[src/rtl/pipeline_control.sv]
`default_nettype none
// +----------------------------------------------------------------------------+
// | Module      : pipeline_control                                             |
// | Description : Pipelined control unit for a 5-stage MIPS core. Decodes the  |
// |               ID instruction, carries EX/MEM/WB control through internal   |
// |               ID/EX, EX/MEM and MEM/WB registers, detects RAW / load-use   |
// |               hazards, drives stall/flush/PC select and generates EX-stage |
// |               forwarding selects.                                          |
// | Ports       : clk_i, rst_i (async, active-high)                            |
// |               op_i, funct_i, rs_i, rt_i, rd_i : ID instruction fields      |
// |               eq_i        : EX operand-equal flag                          |
// |               ex_ctrl_o   : {ALUop, ALUsrc} of the EX instruction          |
// |               ex_fwd_a_o/ex_fwd_b_o : 00 regfile, 01 MEM/WB, 10 EX/MEM     |
// |               mem_ctrl_o/mem_dst_o  : {MEM_cs, MEM_we}, EX/MEM dst         |
// |               wb_ctrl_o/wb_dst_o    : {Reg_we, mem_to_reg}, MEM/WB dst     |
// |               stall_o, flush_o, pc_sel_o, illegal_o                        |
// | Revision    : 1.0 - initial release                                        |
// +----------------------------------------------------------------------------+
module pipeline_control #(
  parameter int ALUOP_W = 3,
  parameter int REG_W   = 5,
  parameter bit FWD_EN  = 1'b1
) (
  input  logic               clk_i,
  input  logic               rst_i,
  input  logic [5:0]         op_i,
  input  logic [5:0]         funct_i,
  input  logic [REG_W-1:0]   rs_i,
  input  logic [REG_W-1:0]   rt_i,
  input  logic [REG_W-1:0]   rd_i,
  input  logic               eq_i,
  output logic [ALUOP_W:0]   ex_ctrl_o,
  output logic [1:0]         ex_fwd_a_o,
  output logic [1:0]         ex_fwd_b_o,
  output logic [1:0]         mem_ctrl_o,
  output logic [REG_W-1:0]   mem_dst_o,
  output logic [1:0]         wb_ctrl_o,
  output logic [REG_W-1:0]   wb_dst_o,
  output logic               stall_o,
  output logic               flush_o,
  output logic [1:0]         pc_sel_o,
  output logic               illegal_o
);

  localparam logic [5:0] c_op_rtype = 6'b000000;
  localparam logic [5:0] c_op_addi  = 6'b001000;
  localparam logic [5:0] c_op_lw    = 6'b100011;
  localparam logic [5:0] c_op_sw    = 6'b101011;
  localparam logic [5:0] c_op_beq   = 6'b000100;
  localparam logic [5:0] c_op_j     = 6'b000010;

  localparam logic [5:0] c_fn_add   = 6'b100000;
  localparam logic [5:0] c_fn_sub   = 6'b100010;
  localparam logic [5:0] c_fn_and   = 6'b100100;
  localparam logic [5:0] c_fn_or    = 6'b100101;
  localparam logic [5:0] c_fn_mul   = 6'b011000;

  localparam logic [ALUOP_W-1:0] c_alu_add = ALUOP_W'(3'b010);
  localparam logic [ALUOP_W-1:0] c_alu_sub = ALUOP_W'(3'b110);
  localparam logic [ALUOP_W-1:0] c_alu_and = ALUOP_W'(3'b000);
  localparam logic [ALUOP_W-1:0] c_alu_or  = ALUOP_W'(3'b001);
  localparam logic [ALUOP_W-1:0] c_alu_mul = ALUOP_W'(3'b011);

  // rs/rt hold the registers the instruction actually reads, or 0 when the
  // field is not a source; register 0 then never produces a hazard match.
  typedef struct packed {
    logic [ALUOP_W-1:0] alu_op;
    logic               alu_src;
    logic               mem_cs;
    logic               mem_we;
    logic               reg_we;
    logic               mem_to_reg;
    logic [REG_W-1:0]   dst;
    logic               illegal;
    logic               branch;
    logic [REG_W-1:0]   rs;
    logic [REG_W-1:0]   rt;
  } idex_t;

  typedef struct packed {
    logic               mem_cs;
    logic               mem_we;
    logic               reg_we;
    logic               mem_to_reg;
    logic [REG_W-1:0]   dst;
  } exmem_t;

  typedef struct packed {
    logic               reg_we;
    logic               mem_to_reg;
    logic [REG_W-1:0]   dst;
  } memwb_t;

  idex_t              r_idex;
  exmem_t             r_exmem;
  memwb_t             r_memwb;
  idex_t              w_dec;
  logic               w_rs_used;
  logic               w_rt_used;
  logic               w_is_j;
  logic               w_r_valid;
  logic [ALUOP_W-1:0] w_r_alu;
  logic               w_hit_ex;
  logic               w_stall_cond;
  logic               w_taken;
  logic               w_jump;
  logic [1:0]         w_fwd_a;
  logic [1:0]         w_fwd_b;

  // Writer in a later stage targets a non-zero register that matches a or b.
  function automatic logic f_hit(input logic             we,
                                 input logic [REG_W-1:0] dst,
                                 input logic [REG_W-1:0] a,
                                 input logic [REG_W-1:0] b);
    return we && (dst != '0) && ((dst == a) || (dst == b));
  endfunction

  // ID decode
  always_comb begin
    w_dec     = '0;
    w_rs_used = 1'b1;
    w_rt_used = 1'b0;
    w_is_j    = 1'b0;
    w_r_valid = 1'b1;
    w_r_alu   = '0;

    case (funct_i)
      c_fn_add: w_r_alu = c_alu_add;
      c_fn_sub: w_r_alu = c_alu_sub;
      c_fn_and: w_r_alu = c_alu_and;
      c_fn_or:  w_r_alu = c_alu_or;
      c_fn_mul: w_r_alu = c_alu_mul;
      default:  w_r_valid = 1'b0;
    endcase

    case (op_i)
      c_op_rtype: begin
        w_rt_used = 1'b1;
        if (w_r_valid) begin
          w_dec.alu_op = w_r_alu;
          w_dec.reg_we = 1'b1;
          w_dec.dst    = rd_i;
        end else begin
          w_dec.illegal = 1'b1;
        end
      end
      c_op_addi: begin
        w_dec.alu_op  = c_alu_add;
        w_dec.alu_src = 1'b1;
        w_dec.reg_we  = 1'b1;
        w_dec.dst     = rt_i;
      end
      c_op_lw: begin
        w_dec.alu_op     = c_alu_add;
        w_dec.alu_src    = 1'b1;
        w_dec.mem_cs     = 1'b1;
        w_dec.reg_we     = 1'b1;
        w_dec.mem_to_reg = 1'b1;
        w_dec.dst        = rt_i;
      end
      c_op_sw: begin
        w_rt_used     = 1'b1;
        w_dec.alu_op  = c_alu_add;
        w_dec.alu_src = 1'b1;
        w_dec.mem_cs  = 1'b1;
        w_dec.mem_we  = 1'b1;
      end
      c_op_beq: begin
        w_rt_used    = 1'b1;
        w_dec.alu_op = c_alu_sub;
        w_dec.branch = 1'b1;
      end
      c_op_j: begin
        w_rs_used = 1'b0;
        w_is_j    = 1'b1;
      end
      default: w_dec.illegal = 1'b1;
    endcase

    w_dec.rs = w_rs_used ? rs_i : '0;
    w_dec.rt = w_rt_used ? rt_i : '0;
  end

  assign w_hit_ex = f_hit(r_idex.reg_we, r_idex.dst, w_dec.rs, w_dec.rt);

  generate
    if (FWD_EN) begin : g_fwd
      // Only a load in EX cannot be bypassed in time.
      assign w_stall_cond = w_hit_ex && r_idex.mem_to_reg;
      // The younger EX/MEM result takes priority over MEM/WB.
      assign w_fwd_a = f_hit(r_exmem.reg_we, r_exmem.dst, r_idex.rs, r_idex.rs) ? 2'b10 :
                       f_hit(r_memwb.reg_we, r_memwb.dst, r_idex.rs, r_idex.rs) ? 2'b01 : 2'b00;
      assign w_fwd_b = f_hit(r_exmem.reg_we, r_exmem.dst, r_idex.rt, r_idex.rt) ? 2'b10 :
                       f_hit(r_memwb.reg_we, r_memwb.dst, r_idex.rt, r_idex.rt) ? 2'b01 : 2'b00;
    end else begin : g_nofwd
      logic w_hit_mem;
      // MEM/WB is excluded: the regfile writes in the first half-cycle.
      assign w_hit_mem    = f_hit(r_exmem.reg_we, r_exmem.dst, w_dec.rs, w_dec.rt);
      assign w_stall_cond = w_hit_ex || w_hit_mem;
      assign w_fwd_a      = 2'b00;
      assign w_fwd_b      = 2'b00;
    end
  endgenerate

  // A taken branch squashes the ID instruction, so it overrides stall and jump.
  assign w_taken = r_idex.branch && eq_i;
  assign w_jump  = w_is_j && !w_taken && !w_stall_cond;

  assign stall_o    = !rst_i && w_stall_cond && !w_taken;
  assign flush_o    = !rst_i && (w_taken || w_jump);
  assign pc_sel_o   = rst_i   ? 2'b00 :
                      w_taken ? 2'b01 :
                      w_jump  ? 2'b10 : 2'b00;
  assign ex_fwd_a_o = w_fwd_a;
  assign ex_fwd_b_o = w_fwd_b;

  assign ex_ctrl_o  = {r_idex.alu_op, r_idex.alu_src};
  assign illegal_o  = r_idex.illegal;
  assign mem_ctrl_o = {r_exmem.mem_cs, r_exmem.mem_we};
  assign mem_dst_o  = r_exmem.dst;
  assign wb_ctrl_o  = {r_memwb.reg_we, r_memwb.mem_to_reg};
  assign wb_dst_o   = r_memwb.dst;

  always_ff @(posedge clk_i or posedge rst_i) begin
    if (rst_i) begin
      r_idex  <= '0;
      r_exmem <= '0;
      r_memwb <= '0;
    end else begin
      if (w_taken || w_stall_cond) begin
        r_idex <= '0;
      end else begin
        r_idex <= w_dec;
      end
      r_exmem <= '{mem_cs:     r_idex.mem_cs,
                   mem_we:     r_idex.mem_we,
                   reg_we:     r_idex.reg_we,
                   mem_to_reg: r_idex.mem_to_reg,
                   dst:        r_idex.dst};
      r_memwb <= '{reg_we:     r_exmem.reg_we,
                   mem_to_reg: r_exmem.mem_to_reg,
                   dst:        r_exmem.dst};
    end
  end

endmodule
`default_nettype wire

[config.mk]
export PLATFORM = sky130hd
export DESIGN_NAME = pipeline_control
export DESIGN_NICKNAME = d
export VERILOG_FILES = /design/src/rtl/pipeline_control.sv
export SDC_FILE = /design/constraint.sdc
export NUM_CORES = 1
export LEC_CHECK = 0
export BUFFER_PORTS_ARGS = -buffer_cell sky130_fd_sc_hd__buf_2
export CORE_MARGIN = 8
export CORE_UTILIZATION = 56
export CTS_CLUSTER_SIZE = 20
export DETAILED_ROUTE_END_ITERATION = 8
export GPL_ROUTABILITY_DRIVEN = 1
export PLACE_DENSITY = 0.95
export REMOVE_ABC_BUFFERS = 1
export SYNTH_ARGS = -nofsm -noshare
export SYNTH_HDL_FRONTEND = slang
export SYNTH_SLANG_ARGS = --single-unit
[constraint.sdc]
create_clock -name clk_i -period 3.1 [get_ports clk_i]
set_input_delay 0.31 -clock clk_i [delete_from_list [all_inputs] [get_ports clk_i]]
set_output_delay 0.31 -clock clk_i [all_outputs]
set_load 0.005 [all_outputs]
* Yosys cells after proc, flatten, opt, wreduce, memory -nomap -nowiden
Index checks and enable logic that the tools add are counted.
** Storage, ports and cells
- Register bits :: 41
- Bits in latches :: 0
- Bits in writable memories :: 0
- Memory bits (read-only) :: 0
- Bits of input ports :: 30
- Output and inout bits :: 27
- Memories kept :: 0
** Cells by class
- Add/subtract/negate cells :: 0
- Multipliers :: 0
- Div/mod/pow operators :: 0
- Order comparisons :: 0
- Eq/ne operators :: 16
- Shifts and indexed selects :: 0
- Mux-type cells :: 27
- Bitwise gates (word level) :: 0
- Reductions and logical operators :: 31
** Operators by type and width (number)
- == test 6 bit, second input constant :: 6
- == test 5 bit :: 6
- 2-to-1 mux 25 bit :: 1
- logical AND 1 bit :: 15
- 2-to-1 mux 5 bit :: 3
- nonzero test 5 bit :: 3
- 2-to-1 mux 1 bit :: 12
- one-hot mux 3 bit (4 select lines) :: 1
- 2-to-1 mux 2 bit :: 5
- one-hot mux 5 bit (2 select lines) :: 1
- OR reduction 5 bit :: 2
- one-hot mux 3 bit (3 select lines) :: 1
- == test 6 x 2 -> 1 bit, second input constant :: 1
- == test 6 x 3 -> 1 bit, second input constant :: 1
- == test 6 x 4 -> 1 bit, second input constant :: 1
- == test 6 x 5 -> 1 bit, second input constant :: 1
- logical NOT 6 bit :: 1
- OR reduction 3 bit :: 2
- one-hot mux 1 bit (2 select lines) :: 2
- OR reduction 2 bit :: 2
- logical NOT 1 bit :: 3
- logical OR 1 bit :: 3
- 2-to-1 mux 3 bit :: 1

* Depth between registers and ports, before layout
- Word-level depth :: 13
- Depth in mapped cells :: 9

* Least setup slack after synthesis
Ideal clock, no wire load.
- Kind :: input to output
- From :: in op_i[1]
- To :: out stall_o
- Data arrival time :: 1.795 ns
- Slack :: 0.995 ns
- Stages on the path :: 6
- Cells stage by stage :: or4_4 o22ai_4 and4_1 a2bb2oi_2 o21a_4 and3_1
** Between the ends
- Cells in the longest elaborated chain, start to end :: 10
** Ends and longest elaborated chain
- from (decl) :: line 26 : input logic [5:0] op_i,
- == test 6 x 3 -> 1 bit, or another cell as far along :: line 136 : case (op_i)
- OR reduction 3 bit (no source line)
- 2-to-1 mux 1 bit :: line 136
- 2-to-1 mux 5 bit :: line 181 : w_dec.rt = w_rt_used ? rt_i : '0;
- == test 5 bit :: line 115 : return we && (dst != '0) && ((dst == a) || (dst == b));
- logical OR 1 bit * :: line 115
- logical AND 1 bit * :: line 115
- logical AND 1 bit * :: line 189 : assign w_stall_cond = w_hit_ex && r_idex.mem_to_reg;
- logical AND 1 bit * (2 in a row) :: line 209 : assign stall_o = !rst_i && w_stall_cond && !w_taken;
- to (decl) :: line 39 : output logic stall_o,
Every way passes the cells marked *; elsewhere a longest branch is shown, timed or not.

* Worst setup path in the final report
- From :: in op_i[0]
- To :: out stall_o
The elaborated chain is that of the path after synthesis.

==> impl_metrics.tcl <==
set metrics [dict create \
    outcome "complete, no violations" \
    initialDrtViolationCount 200 \
    clkSinkCount 41 \
    clock_period_minus_worst_slack_ns 2.89 \
    cts_tree "done" \
    cts_root_buf "clkbuf_8" \
    mappedNetlistArea_um2 2170 \
    signed_area_change_from_the_synthesized_netlist_to_the_final_layout_pct 14.1 \
    final.period_utilization 0.931 \
    post_synth_num_cell_types 40 \
    met1Wirelength_mm 2.00 \
    ys_dominant_reg_cell "dfrtp_1" \
    top_level_ports 57 \
    fin_total_pwr_mw 0.999 \
    worst_setup_path_startpoint "op_i[0]" \
    post-cts-setup-buffer-count 0 \
    synth_seq_area_share 0.472 \
    met2WireLength_mm 2.63 \
    die_h_um 78.3 \
    rsz0062_at_grt "no" \
    fin_skew_ns 0.00807 \
    critical_path_buf_inv_count 2 \
    antenna_violations_before_repair 0 \
    initial_utilization 0.589 \
    floorplan.core_area_um2 3690 \
    syn-instance-count 216 \
    worst_ir_drop_on_vdd_v 0.000304 \
    synth.most_common_cell "dfrtp_1" \
    cap_viol_max_count 0 \
    critical_path.endpoint "stall_o" \
    cts-buffers-inserted 5 \
    postCtsHoldBufs 0 \
    worstSkewPairLatency_ns 0.30 \
    totalWireLength_mm 5.20 \
    firstDrtPassIters 4 \
    cp-end-kind "output pin" \
    ys_ff_latch 41 \
    std_cell_rows 22 \
    power-per-cell-area_nw_per_um2 403 \
    die_area_um2 6130 \
    layout-drive-gt1-share 0.307 \
    critPathMostFrequentCell "buf_2" \
    routed_via_density 5.79 \
    cp-start-kind "primary input" \
    finalWeightedCongestion 0.830 \
    quantity_of_gates_resized_following_cts 0 \
    cp_delay_by_family_top "compound AO/OA/AOI/OAI gates" \
    critical_path_cell_sequence "buf_2 > nor4_1 > nand3b_1 > a2111o_1 > a22oi_1 > o21a_4 > and3_1 > buf_2" \
    yosys.area.top_type "dfrtp_1" \
    place.port_buffers 56 \
    worstRegToRegCells 6 \
    hold_viol_final 0 \
    achievable-frequency_ghz 0.347 \
    crit_cells 8 \
    met3_wire_length_um 454 \
    final_net_count 290 \
    report.final.setup_viol 0 \
    cpMaxStageDelayCell "a2111o_1" \
    synth.yosys.warnings 0 \
    critPathRequiredTime_ns 2.79 \
    worst_path_largest_cell_delay_ns 0.48 \
    cts_max_path_buffers 2 \
    timing_worst_slew_pin_value_ns 0.763 \
    grt_use_total 0.181 \
    clk_pin_slew_worst_paths_ns 0.08 \
    grt_start_max_net_pins 42 \
    global_route_wire_length_before_repair_mm 8.95 \
    grt.overflow.total 0 \
    postSynthAreaPerCell_um2 10.1 \
    top_layer_used "met4" \
    grt_pass1_vias 1864 \
    slew_margin_rel 0.487 \
    crit-reg2reg-launch "r_idex[14]" \
    fp.dieW_um 78.3 \
    drv_slew 0 \
    crit_path_max_fanout 25 \
    power_leakage_nw 1.30 \
    dr_total_vias 1789 \
    num_antenna_cells 0 \
    fin_setup_tns_ns 0 \
    antenna_violation_net_count_after_detailed_routing 0 \
    r2r-end "ex_ctrl_o[1]" \
    yosys-top-cells-area "dfrtp_1 47%, xor2_1 6.9%, xnor2_1 4.4%" \
    timing.reg2reg.setup_slack_ns 1.06 \
    number_of_flops_mapped_to_enable_cells_by_yosys 0 \
    drt_drc_violations_left 0 \
    cts.htree.levels 2 \
    synth-async-reset-ratio 1.00 \
    worst_hold_path_type "primary input to async pin" \
    post-synth-top-area-fraction 0.472 \
    worstPathArrival_ns 2.58 \
    avgRoutedWirePerCell_um 16.8 \
    detailed_place_hpwl_mm 4.02 \
    timing_worst_setup_path_type "primary input to output pin" \
    post_synth_most_frequent_cells "41 x dfrtp_1, 23 x nor2_1, 17 x xor2_1" \
]
## power by group
part           internal [mW]  leakage [nW]  switching (mW)  total [mW]
combinational         0.0433         0.704          0.0565      0.0998
sequential             0.545         0.554         0.00958       0.554
clock                  0.155        0.0439           0.189       0.345
## state kept, by name (all words and copies together), names as in the netlist
register	flops
ex_ctrl_o	4
illegal_o	1
mem_ctrl_o	2
mem_dst_o	5
r_exmem	2
r_idex	20
wb_ctrl_o	2
wb_dst_o	5
## how the worst min path moves through the flow
stage	startpoint	to	slack, ns
5_1_grt	funct_i[1]	ex_ctrl_o[1]	0.21
4_1_cts	rst_i	r_idex[13]	0.20
3_3_place_gp	r_exmem[5]	wb_ctrl_o[0]	0.33
6_report	rst_i	r_idex[13]	0.19
2_1_floorplan	r_idex[19]	mem_ctrl_o[0]	0.33
3_5_place_dp	r_idex[20]	mem_ctrl_o[1]	0.33
## per-stage QoR
step	utilization	hold slack, ns	setup slack, ns	instances	cell area [µm²]
floorplan	-	0.331	0.793	196	2050
global placement	0.649	0.334	0.407	301	2390
detailed placement	0.649	0.335	0.228	301	2390
CTS	0.672	0.199	0.223	309	2480
global route	0.672	0.206	0.0536	309	2480
finish	0.672	0.187	0.214	309	2480
## routing by layer
metal	vias up	global-route usage
met5	-	0
met4	0	0.0796
met3	13	0.0718
met2	87	0.297
met1	846	0.204
li1	843	-
## cell type report
type,count,area [µm²]
Fill cell,302,1210
Sequential cell,41,1030
Multi-Input combinational cell,154,1020
Timing Repair Buffer,57,288
Clock buffer,5,68.8
Tap cell,48,60.1
Clock inverter,3,17.5
Inverter,1,3.75
## cells in the final DEF (no fill, tap or decap), drive strengths merged, types with 2 or more instances in the layout
cell type  synthesis  final
buf               13     57
dfrtp             41     41
nor2              23     23
xor2              17     17
nand3             14     14
nor3              14     14
nand2             11     11
xnor2             11     11
o21ai              8      8
nor4               8      8
a22oi              7      7
a21oi              5      5
clkbuf             7      5
or4                5      5
nand3b             3      3
or2                3      3
and3               3      3
a211o              2      2
or3                2      2
a31oi              2      2
and2               2      2
clkinv             0      2
o22ai              2      2
## tightest hold or removal path: stages
cell,delay (ns)
buf_2,0.13
inv_1,0.07
buf_4,0.42
## cells by family (layout without fill, tap and decap cells)
logic type / count (synthesis) / in the layout / synth area share
buffers and inverters: 21 / 66 / 0.0605
xor gates and xnor gates: 28 / 28 / 0.113
and+or+nand+nor: 95 / 95 / 0.247
AOI/OAI and AO/OA: 31 / 31 / 0.108
DFF: 41 / 41 / 0.472
(Power assumes the default switching activity.)
